`src/rtl/alu_pkg.sv`:
```
// rtl/alu_pkg.sv - shared widths, ALU opcodes, frontend state encoding and byte-lane helpers
package alu_pkg;

    localparam int unsigned NB_DATA  = 32;
    localparam int unsigned NB_OP    = 6;
    localparam int unsigned NB_BYTE  = 8;
    localparam int unsigned NB_SHAMT = 5;

    localparam int unsigned FRAME_OPERAND_BYTES = 4;
    localparam int unsigned RESULT_BYTES        = 4;

    // MIPS funct-field opcodes understood by the ALU
    localparam logic [NB_OP-1:0] ALU_SLL     = 6'h00;
    localparam logic [NB_OP-1:0] ALU_SRL     = 6'h02;
    localparam logic [NB_OP-1:0] ALU_SRA     = 6'h03;
    localparam logic [NB_OP-1:0] ALU_ADD     = 6'h20;
    localparam logic [NB_OP-1:0] ALU_ADDU    = 6'h21;
    localparam logic [NB_OP-1:0] ALU_SUB     = 6'h22;
    localparam logic [NB_OP-1:0] ALU_SUBU    = 6'h23;
    localparam logic [NB_OP-1:0] ALU_AND     = 6'h24;
    localparam logic [NB_OP-1:0] ALU_OR      = 6'h25;
    localparam logic [NB_OP-1:0] ALU_XOR     = 6'h26;
    localparam logic [NB_OP-1:0] ALU_NOR     = 6'h27;
    localparam logic [NB_OP-1:0] ALU_SLT     = 6'h2A;
    localparam logic [NB_OP-1:0] ALU_IDLE_OP = 6'h3F;

    typedef enum logic [2:0] {
        ST_RX_OP    = 3'd0,
        ST_RX_SHAMT = 3'd1,
        ST_RX_A     = 3'd2,
        ST_RX_B     = 3'd3,
        ST_EXEC     = 3'd4,
        ST_TX_SEND  = 3'd5,
        ST_TX_WAIT  = 3'd6
    } fe_state_e;

    // Replace one byte lane of a word (lane 0 = least significant byte)
    function automatic logic [NB_DATA-1:0] insert_byte(
        input logic [NB_DATA-1:0] word,
        input logic [1:0]         lane,
        input logic [NB_BYTE-1:0] data
    );
        logic [NB_DATA-1:0] result;
        result = word;
        result[lane*NB_BYTE +: NB_BYTE] = data;
        return result;
    endfunction

    function automatic logic [NB_BYTE-1:0] get_byte(
        input logic [NB_DATA-1:0] word,
        input logic [1:0]         lane
    );
        return word[lane*NB_BYTE +: NB_BYTE];
    endfunction

endpackage

```
`src/rtl/alu_uart_frontend_if.sv`:
```
// rtl/alu_uart_frontend_if.sv - UART byte handshakes and ALU operand/result bus of the frontend
// Ports (as signals):
//   i_rx_data/i_rx_done : received byte and its one-cycle strobe
//   i_tx_done           : transmitter finished the previous byte
//   i_alu_result        : combinational ALU result
//   o_alu_datoA/B, o_alu_op, o_alu_shamt : registered ALU inputs
//   o_tx_data/o_tx_start: byte and one-cycle start request to the transmitter
// master = frontend side, slave = UART/ALU side.
interface alu_uart_frontend_if;
    import alu_pkg::*;

    logic [NB_BYTE-1:0]  i_rx_data;
    logic                i_rx_done;
    logic                i_tx_done;
    logic [NB_DATA-1:0]  i_alu_result;
    logic [NB_DATA-1:0]  o_alu_datoA;
    logic [NB_DATA-1:0]  o_alu_datoB;
    logic [NB_OP-1:0]    o_alu_op;
    logic [NB_SHAMT-1:0] o_alu_shamt;
    logic [NB_BYTE-1:0]  o_tx_data;
    logic                o_tx_start;

    modport master (
        input  i_rx_data, i_rx_done, i_tx_done, i_alu_result,
        output o_alu_datoA, o_alu_datoB, o_alu_op, o_alu_shamt, o_tx_data, o_tx_start
    );

    modport slave (
        output i_rx_data, i_rx_done, i_tx_done, i_alu_result,
        input  o_alu_datoA, o_alu_datoB, o_alu_op, o_alu_shamt, o_tx_data, o_tx_start
    );

endinterface

```
`src/rtl/frame_timeout_counter.sv`:
```
// rtl/frame_timeout_counter.sv - idle-clock watchdog for partially received frames
// Ports:
//   i_clk, i_reset : clock, synchronous active-high reset
//   i_enable       : count only while a frame is partially received
//   i_clear        : a byte arrived this cycle, restart the idle count
//   o_expired      : high in the cycle whose edge completes TIMEOUT_CYCLES idle clocks
// TIMEOUT_CYCLES = 0 disables expiry entirely.
module frame_timeout_counter #(
    parameter int unsigned TIMEOUT_CYCLES = 100000
) (
    input  logic i_clk,
    input  logic i_reset,
    input  logic i_enable,
    input  logic i_clear,
    output logic o_expired
);

    localparam int unsigned CNT_W = (TIMEOUT_CYCLES < 2) ? 1 : $clog2(TIMEOUT_CYCLES);
    localparam bit          TIMEOUT_ON = (TIMEOUT_CYCLES != 0);
    localparam logic [CNT_W-1:0] LAST_IDLE = TIMEOUT_ON ? CNT_W'(TIMEOUT_CYCLES - 1) : '0;

    logic [CNT_W-1:0] count_q, count_d;
    logic             expired;

    // Expiry is flagged combinationally so the FSM aborts on the same edge
    // that would otherwise record the TIMEOUT_CYCLES-th idle clock.
    always_comb begin
        expired = TIMEOUT_ON && i_enable && !i_clear && (count_q == LAST_IDLE);
        count_d = count_q;
        if (!i_enable || i_clear || expired) begin
            count_d = '0;
        end else begin
            count_d = count_q + 1'b1;
        end
    end

    always_ff @(posedge i_clk) begin
        if (i_reset) begin
            count_q <= '0;
        end else begin
            count_q <= count_d;
        end
    end

    assign o_expired = expired;

endmodule

```
`src/rtl/alu_uart_frontend.sv`:
```
// rtl/alu_uart_frontend.sv - UART command-frame assembler and result serialiser for the MIPS ALU
// Ports:
//   i_clk, i_reset : clock, synchronous active-high reset
//   bus            : alu_uart_frontend_if.master (UART rx/tx handshakes, ALU operands/result)
//   o_busy         : high in every state except RX_OP
// Frame: op, shamt, A[4 bytes LSB first], B[4 bytes LSB first]; reply: result, 4 bytes LSB first.
module alu_uart_frontend
    import alu_pkg::*;
#(
    parameter int unsigned TIMEOUT_CYCLES = 100000
) (
    input  logic                   i_clk,
    input  logic                   i_reset,
    alu_uart_frontend_if.master    bus,
    output logic                   o_busy
);

    fe_state_e           state_q, state_d;
    logic [1:0]          byte_cnt_q, byte_cnt_d;
    logic [NB_OP-1:0]    op_sh_q, op_sh_d;
    logic [NB_SHAMT-1:0] shamt_sh_q, shamt_sh_d;
    logic [NB_DATA-1:0]  a_sh_q, a_sh_d;
    logic [NB_DATA-1:0]  b_sh_q, b_sh_d;
    logic [NB_DATA-1:0]  alu_a_q, alu_a_d;
    logic [NB_DATA-1:0]  alu_b_q, alu_b_d;
    logic [NB_OP-1:0]    alu_op_q, alu_op_d;
    logic [NB_SHAMT-1:0] alu_shamt_q, alu_shamt_d;
    logic [NB_DATA-1:0]  tx_buf_q, tx_buf_d;
    logic [NB_BYTE-1:0]  tx_data_q, tx_data_d;
    logic                tx_start;
    logic                rx_state;
    logic                timeout_expired;

    // Only a partially received frame can time out; RX_OP waits forever.
    assign rx_state = (state_q == ST_RX_SHAMT) || (state_q == ST_RX_A) || (state_q == ST_RX_B);

    frame_timeout_counter #(
        .TIMEOUT_CYCLES (TIMEOUT_CYCLES)
    ) u_timeout (
        .i_clk     (i_clk),
        .i_reset   (i_reset),
        .i_enable  (rx_state),
        .i_clear   (bus.i_rx_done),
        .o_expired (timeout_expired)
    );

    always_comb begin
        state_d     = state_q;
        byte_cnt_d  = byte_cnt_q;
        op_sh_d     = op_sh_q;
        shamt_sh_d  = shamt_sh_q;
        a_sh_d      = a_sh_q;
        b_sh_d      = b_sh_q;
        alu_a_d     = alu_a_q;
        alu_b_d     = alu_b_q;
        alu_op_d    = alu_op_q;
        alu_shamt_d = alu_shamt_q;
        tx_buf_d    = tx_buf_q;
        tx_data_d   = tx_data_q;
        tx_start    = 1'b0;

        unique case (state_q)
            ST_RX_OP: begin
                if (bus.i_rx_done) begin
                    op_sh_d = bus.i_rx_data[NB_OP-1:0];
                    state_d = ST_RX_SHAMT;
                end
            end

            ST_RX_SHAMT: begin
                if (bus.i_rx_done) begin
                    shamt_sh_d = bus.i_rx_data[NB_SHAMT-1:0];
                    byte_cnt_d = 2'd0;
                    state_d    = ST_RX_A;
                end
            end

            ST_RX_A: begin
                if (bus.i_rx_done) begin
                    a_sh_d = insert_byte(a_sh_q, byte_cnt_q, bus.i_rx_data);
                    if (byte_cnt_q == 2'(FRAME_OPERAND_BYTES - 1)) begin
                        byte_cnt_d = 2'd0;
                        state_d    = ST_RX_B;
                    end else begin
                        byte_cnt_d = byte_cnt_q + 2'd1;
                    end
                end
            end

            ST_RX_B: begin
                if (bus.i_rx_done) begin
                    if (byte_cnt_q == 2'(FRAME_OPERAND_BYTES - 1)) begin
                        // All ALU inputs switch on one edge so the ALU never
                        // sees a half-updated command.
                        alu_op_d    = op_sh_q;
                        alu_shamt_d = shamt_sh_q;
                        alu_a_d     = a_sh_q;
                        alu_b_d     = insert_byte(b_sh_q, byte_cnt_q, bus.i_rx_data);
                        byte_cnt_d  = 2'd0;
                        state_d     = ST_EXEC;
                    end else begin
                        b_sh_d     = insert_byte(b_sh_q, byte_cnt_q, bus.i_rx_data);
                        byte_cnt_d = byte_cnt_q + 2'd1;
                    end
                end
            end

            ST_EXEC: begin
                // ALU inputs have been stable for a full cycle here
                tx_buf_d   = bus.i_alu_result;
                tx_data_d  = get_byte(bus.i_alu_result, 2'd0);
                byte_cnt_d = 2'd0;
                state_d    = ST_TX_SEND;
            end

            ST_TX_SEND: begin
                tx_start = 1'b1;
                state_d  = ST_TX_WAIT;
            end

            ST_TX_WAIT: begin
                if (bus.i_tx_done) begin
                    if (byte_cnt_q == 2'(RESULT_BYTES - 1)) begin
                        byte_cnt_d = 2'd0;
                        state_d    = ST_RX_OP;
                    end else begin
                        byte_cnt_d = byte_cnt_q + 2'd1;
                        tx_data_d  = get_byte(tx_buf_q, byte_cnt_q + 2'd1);
                        state_d    = ST_TX_SEND;
                    end
                end
            end

            default: begin
                state_d = ST_RX_OP;
            end
        endcase

        // A stalled partial frame is discarded; the ALU keeps its last command.
        if (rx_state && timeout_expired) begin
            state_d    = ST_RX_OP;
            byte_cnt_d = 2'd0;
            op_sh_d    = '0;
            shamt_sh_d = '0;
            a_sh_d     = '0;
            b_sh_d     = '0;
        end
    end

    always_ff @(posedge i_clk) begin
        if (i_reset) begin
            state_q     <= ST_RX_OP;
            byte_cnt_q  <= 2'd0;
            op_sh_q     <= '0;
            shamt_sh_q  <= '0;
            a_sh_q      <= '0;
            b_sh_q      <= '0;
            alu_a_q     <= '0;
            alu_b_q     <= '0;
            alu_op_q    <= ALU_IDLE_OP;
            alu_shamt_q <= '0;
            tx_buf_q    <= '0;
            tx_data_q   <= '0;
        end else begin
            state_q     <= state_d;
            byte_cnt_q  <= byte_cnt_d;
            op_sh_q     <= op_sh_d;
            shamt_sh_q  <= shamt_sh_d;
            a_sh_q      <= a_sh_d;
            b_sh_q      <= b_sh_d;
            alu_a_q     <= alu_a_d;
            alu_b_q     <= alu_b_d;
            alu_op_q    <= alu_op_d;
            alu_shamt_q <= alu_shamt_d;
            tx_buf_q    <= tx_buf_d;
            tx_data_q   <= tx_data_d;
        end
    end

    assign bus.o_alu_datoA = alu_a_q;
    assign bus.o_alu_datoB = alu_b_q;
    assign bus.o_alu_op    = alu_op_q;
    assign bus.o_alu_shamt = alu_shamt_q;
    assign bus.o_tx_data   = tx_data_q;
    assign bus.o_tx_start  = tx_start;
    assign o_busy          = (state_q != ST_RX_OP);

endmodule

```
`src/flat_wrapper.sv`:
```
// flat-port wrapper written by rule: the top's interface ports become plain ports
module alu_uart_frontend_flat import alu_pkg::*;
#(
    parameter int unsigned TIMEOUT_CYCLES = 100000
)
  (i_clk, i_reset, o_busy, bus_i_rx_data, bus_i_rx_done, bus_i_tx_done, bus_i_alu_result, bus_o_alu_datoA, bus_o_alu_datoB, bus_o_alu_op, bus_o_alu_shamt, bus_o_tx_data, bus_o_tx_start);
  alu_uart_frontend_if bus_i ();
  input  logic i_clk;
  input  logic i_reset;
  output logic o_busy;
  input wire logic [$bits(bus_i.i_rx_data)-1:0] bus_i_rx_data;
  input wire logic [$bits(bus_i.i_rx_done)-1:0] bus_i_rx_done;
  input wire logic [$bits(bus_i.i_tx_done)-1:0] bus_i_tx_done;
  input wire logic [$bits(bus_i.i_alu_result)-1:0] bus_i_alu_result;
  output wire logic [$bits(bus_i.o_alu_datoA)-1:0] bus_o_alu_datoA;
  output wire logic [$bits(bus_i.o_alu_datoB)-1:0] bus_o_alu_datoB;
  output wire logic [$bits(bus_i.o_alu_op)-1:0] bus_o_alu_op;
  output wire logic [$bits(bus_i.o_alu_shamt)-1:0] bus_o_alu_shamt;
  output wire logic [$bits(bus_i.o_tx_data)-1:0] bus_o_tx_data;
  output wire logic [$bits(bus_i.o_tx_start)-1:0] bus_o_tx_start;
  assign bus_i.i_rx_data = bus_i_rx_data;
  assign bus_i.i_rx_done = bus_i_rx_done;
  assign bus_i.i_tx_done = bus_i_tx_done;
  assign bus_i.i_alu_result = bus_i_alu_result;
  assign bus_o_alu_datoA = bus_i.o_alu_datoA;
  assign bus_o_alu_datoB = bus_i.o_alu_datoB;
  assign bus_o_alu_op = bus_i.o_alu_op;
  assign bus_o_alu_shamt = bus_i.o_alu_shamt;
  assign bus_o_tx_data = bus_i.o_tx_data;
  assign bus_o_tx_start = bus_i.o_tx_start;
  alu_uart_frontend #(.TIMEOUT_CYCLES(TIMEOUT_CYCLES)) u_core (.i_clk(i_clk), .i_reset(i_reset), .bus(bus_i), .o_busy(o_busy));
endmodule
```
`config.mk`:
```
export PLATFORM = sky130hd
export DESIGN_NAME = alu_uart_frontend_flat
export DESIGN_NICKNAME = d
export VERILOG_FILES = /design/src/rtl/alu_pkg.sv /design/src/rtl/alu_uart_frontend_if.sv /design/src/rtl/frame_timeout_counter.sv /design/src/rtl/alu_uart_frontend.sv /design/src/flat_wrapper.sv
export SDC_FILE = /design/constraint.sdc
export NUM_CORES = 1
export LEC_CHECK = 0
export BUFFER_PORTS_ARGS = -buffer_cell sky130_fd_sc_hd__clkbuf_2
export CORE_ASPECT_RATIO = 1.2
export CORE_UTILIZATION = 30
export CTS_BUF_LIST = sky130_fd_sc_hd__clkbuf_16
export DETAILED_ROUTE_END_ITERATION = 10
export SYNTH_ARGS = -nofsm -noshare
export SYNTH_HDL_FRONTEND = slang
export SYNTH_HIERARCHICAL = 1
export SYNTH_SLANG_ARGS = --single-unit
```
`constraint.sdc`:
```
create_clock -name i_clk -period 2.4 [get_ports i_clk]
set_input_delay 0.36 -clock i_clk [delete_from_list [all_inputs] [get_ports i_clk]]
set_output_delay 0.36 -clock i_clk [all_outputs]
set_load 0.05 [all_outputs]
```
==> qor.txt <==
Filler Cell Count - 2902
Hold path cells - 3
Peak Freq - 468 MHz
Slew headroom - 57.4%
Ys Warns - 6
Area share of the largest cell type after synthesis - 48.8%
Top cells by count, synth - 212 x dfxtp_1, 187 x nand2_1, 146 x nor2_1
Area Overhead vs Synth - 19.4%
Avg Synthesized Cell Area - 8.80 um2
Vias - 7018
GR Util All Layers - 14.9%
Starting Density - 30.8%
Synth async-reset ratio - 0%
Synthesized instance count - 989
Vias in the first global route - 6622
Hold WS - 0.0825 ns
Post-Synth Adder-Cell Area - 1.01%
CP Capture Type - flop
CTS Root Cell - clkbuf_16
Yosys cell types - 49
Largest net degree at the start of global routing - 81
# nets final - 1153
Tmin final - 2.14 ns
Horiz. Die Dim - 157 um
H-tree Lvls - 1
First-pass GRT wire length - 35.5 mm
Final WL - 22.3 mm
Final critical-path share of the clock period - 89.1%
Core Util, Final - 36.8%
Layout cells sized above 1 - 18.4%
Fin Clk Skew - 0.0213 ns
Vias per cell - 4.69
Unrepaired setup endpoints after global routing - no
Pwr Total - 6.91 mW
Simple-Gate Fraction of Synth Area - 25.7%
PnR worst setup slack - 0.263 ns
Core area - 28300 um2
P_sw - 1.56 mW
Post-Place Setup Slack - 0.0414 ns
Worst vdd ir - 0.532 mV
Clock Power Share - 44.8%
Post-place instance area - 9720 um2
Post-route ant nets - 0
Setup violators final - 0
Status - completed
Compound-Gate Fraction of Synth Area - 9.44%
TritonRoute pass-1 iters - 4
Die area - 29700 um2
Hpwl dp - 15.2 mm
Max clock buf depth - 3
Required @ worst endpoint - 2.76 ns
Buffers on Ports - 128
Post-synth top area cell - dfxtp_1
Crit start category - flop
Worst-Margin Slew - 0.636 ns
Cts bufs inserted - 23
Seq cells post-synth - 212
Sw frac - 22.5%
Xor/xnor share of the synthesized area - 1.31%
Placed Instances - 1456
TritonCTS sink count - 212
Worst-Skew Late Latency - 0.51 ns
WL/cell - 14.9 um
Power per Cell Area - 665 nW/um2
Data arrival time of the worst path - 2.50 ns
Gpl congestion - 0.806
Largest family of logic cells by synthesized area - simple AND/OR/NAND/NOR gates
Clock transition at the registers of the reported paths - 0.06 ns
Die H - 189 um
# rows - 67
Cts hold-fix bufs - 0
Leak pwr - 3.98 nW
CTS tree - yes
Pint - 5.35 mW
CP Max Fanout - 10
Reg power frac - 51.4%
Grt total ovfl - 0
DRT iter0 DRCs - 343
Max Slew Vio Count - 0
Crit Path Class - flop to flop
Top cells by area, synth - dfxtp_1 49%, nand2_1 8.1%, mux2i_1 7.8%
Combinational share of power - 3.8%
Syn_nets - 1040
Post-synth EDFFs - 0
Min-Delay Path Class - input port to flop
Maxcap violations - 0
Mux contribution to synthesized area - 9.90%
Initial antenna violation count - 0
# DRC - 0
Setup TNS - 0 ns
Dominant cell by count in the synthesized netlist - dfxtp_1
Final instance area - 10400 um2
Final hold vios - 0
Post-synth design cell area - 8700 um2
Sequential area share after synthesis - 48.8%
Top_reg_cell synth - dfxtp_1
FF-to-FF path depth - 6
Non-Filler Instances - 1496
I/O pin total - 129
# diodes - 0
==> cell type report <==
type                    instances  area [um2]  area share [%]
clock buffers                  23         576            5.54
clock inverters                17        72.6           0.699
inverters                       9        33.8           0.325
multi-input cells             707        4150            39.9
flip-flops and latches        212        4250            40.9
well taps                     379         474            4.57
repair buffers                149         838            8.07
==> cells by family after synthesis <==
family,Yosys count
AO/OA/AOI/OAI,131
multiplexers,76
adder cells (fa/ha/maj),7
buffers and inverters,70
AND/OR/NAND/NOR,480
XOR/XNOR,13
flip-flops,212
==> per-layer routing <==
layer	share of wire [%]	track usage, %
met1	45	19.2
met2	49	25.8
met3	4.4	2.09
met4	1.6	4.11
met5	0	0
==> sequential cells by signal (all words and copies together), names as in the netlist <==
register	count
u_core/b_sh_q	32
u_core/bus.o_alu_datoA	32
u_core/bus.o_alu_op	6
u_core/a_sh_q	32
u_core/op_sh_q	6
u_core/bus.o_tx_data	8
u_core/bus.o_alu_datoB	32
u_core/u_timeout/count_q	17
u_core/byte_cnt_q	2
u_core/tx_buf_q	32
u_core/bus.o_alu_shamt	5
u_core/state_q	3
u_core/shamt_sh_q	5
==> layout by cell type (no fill, tap or decap), types with 3 or more instances in the layout <==
cell type	synthesis	routed
nor2b_1	17	17
and3_1	4	4
a311oi_1	22	22
xnor2_1	11	11
ha_1	7	7
nand2b_1	17	17
nand3b_1	8	8
nor3_1	31	31
nand3_1	8	8
dfxtp_1	212	211
nand2_1	187	186
mux2i_1	68	68
a21oi_1	73	73
nor2_1	146	145
nand4_1	5	5
clkbuf_2	0	127
nor4_1	4	4
inv_1	9	14
and2_1	30	30
a22oi_1	10	10
clkinv_2	0	3
buf_4	7	19
clkbuf_16	0	23
buf_12	0	3
clkinv_1	0	8
a211oi_1	10	10
nor4b_4	2	3
o21ai_0	8	8
mux4_2	8	8
nand2_2	4	5
==> worst paths after layout <==
path | startpoint | endpoint | slack, ns
setup / recovery | u_core/byte_cnt_q[0]$_SDFFE_PP0P_ | u_core/bus.o_tx_data[1]$_SDFFE_PP0P_ | 0.26
setup reg to reg | u_core/byte_cnt_q[0]$_SDFFE_PP0P_ | u_core/bus.o_tx_data[1]$_SDFFE_PP0P_ | 0.26
hold / removal | bus_i_alu_result[9] | u_core/tx_buf_q[9]$_SDFFE_PP0N_ | 0.08
hold reg to reg | u_core/bus.o_alu_datoA[14]$_SDFFE_PP0P_ | u_core/bus.o_alu_datoA[14]$_SDFFE_PP0P_ | 0.45
==> power by group through the flow <==
stage / clock network, mW / registers, mW / logic [mW]
3_5_place_dp: 0 / 3.62 / 0.267
2_1_floorplan: 0 / 3.62 / 0.155
6_report: 3.09 / 3.55 / 0.265
3_3_place_gp: 0 / 3.62 / 0.266
4_1_cts: 3.19 / 3.55 / 0.268
5_1_grt: 3.32 / 3.55 / 0.287
==> worst max-delay path, cell delays in order (launching register included) <==
cell	delay [ns]
dfxtp_2	0.44
inv_1	0.12
ha_1	0.43
buf_4	0.27
mux4_2	0.54
nand2_1	0.09
a311oi_1	0.08
==> what timing repair did <==
item                                    4_1_cts  5_1_grt
resized for setup                             0        3
setup buffers                                 0        0
endpoints found under the setup margin        0       12
No activity file was read; power rests on OpenSTA's default activity.
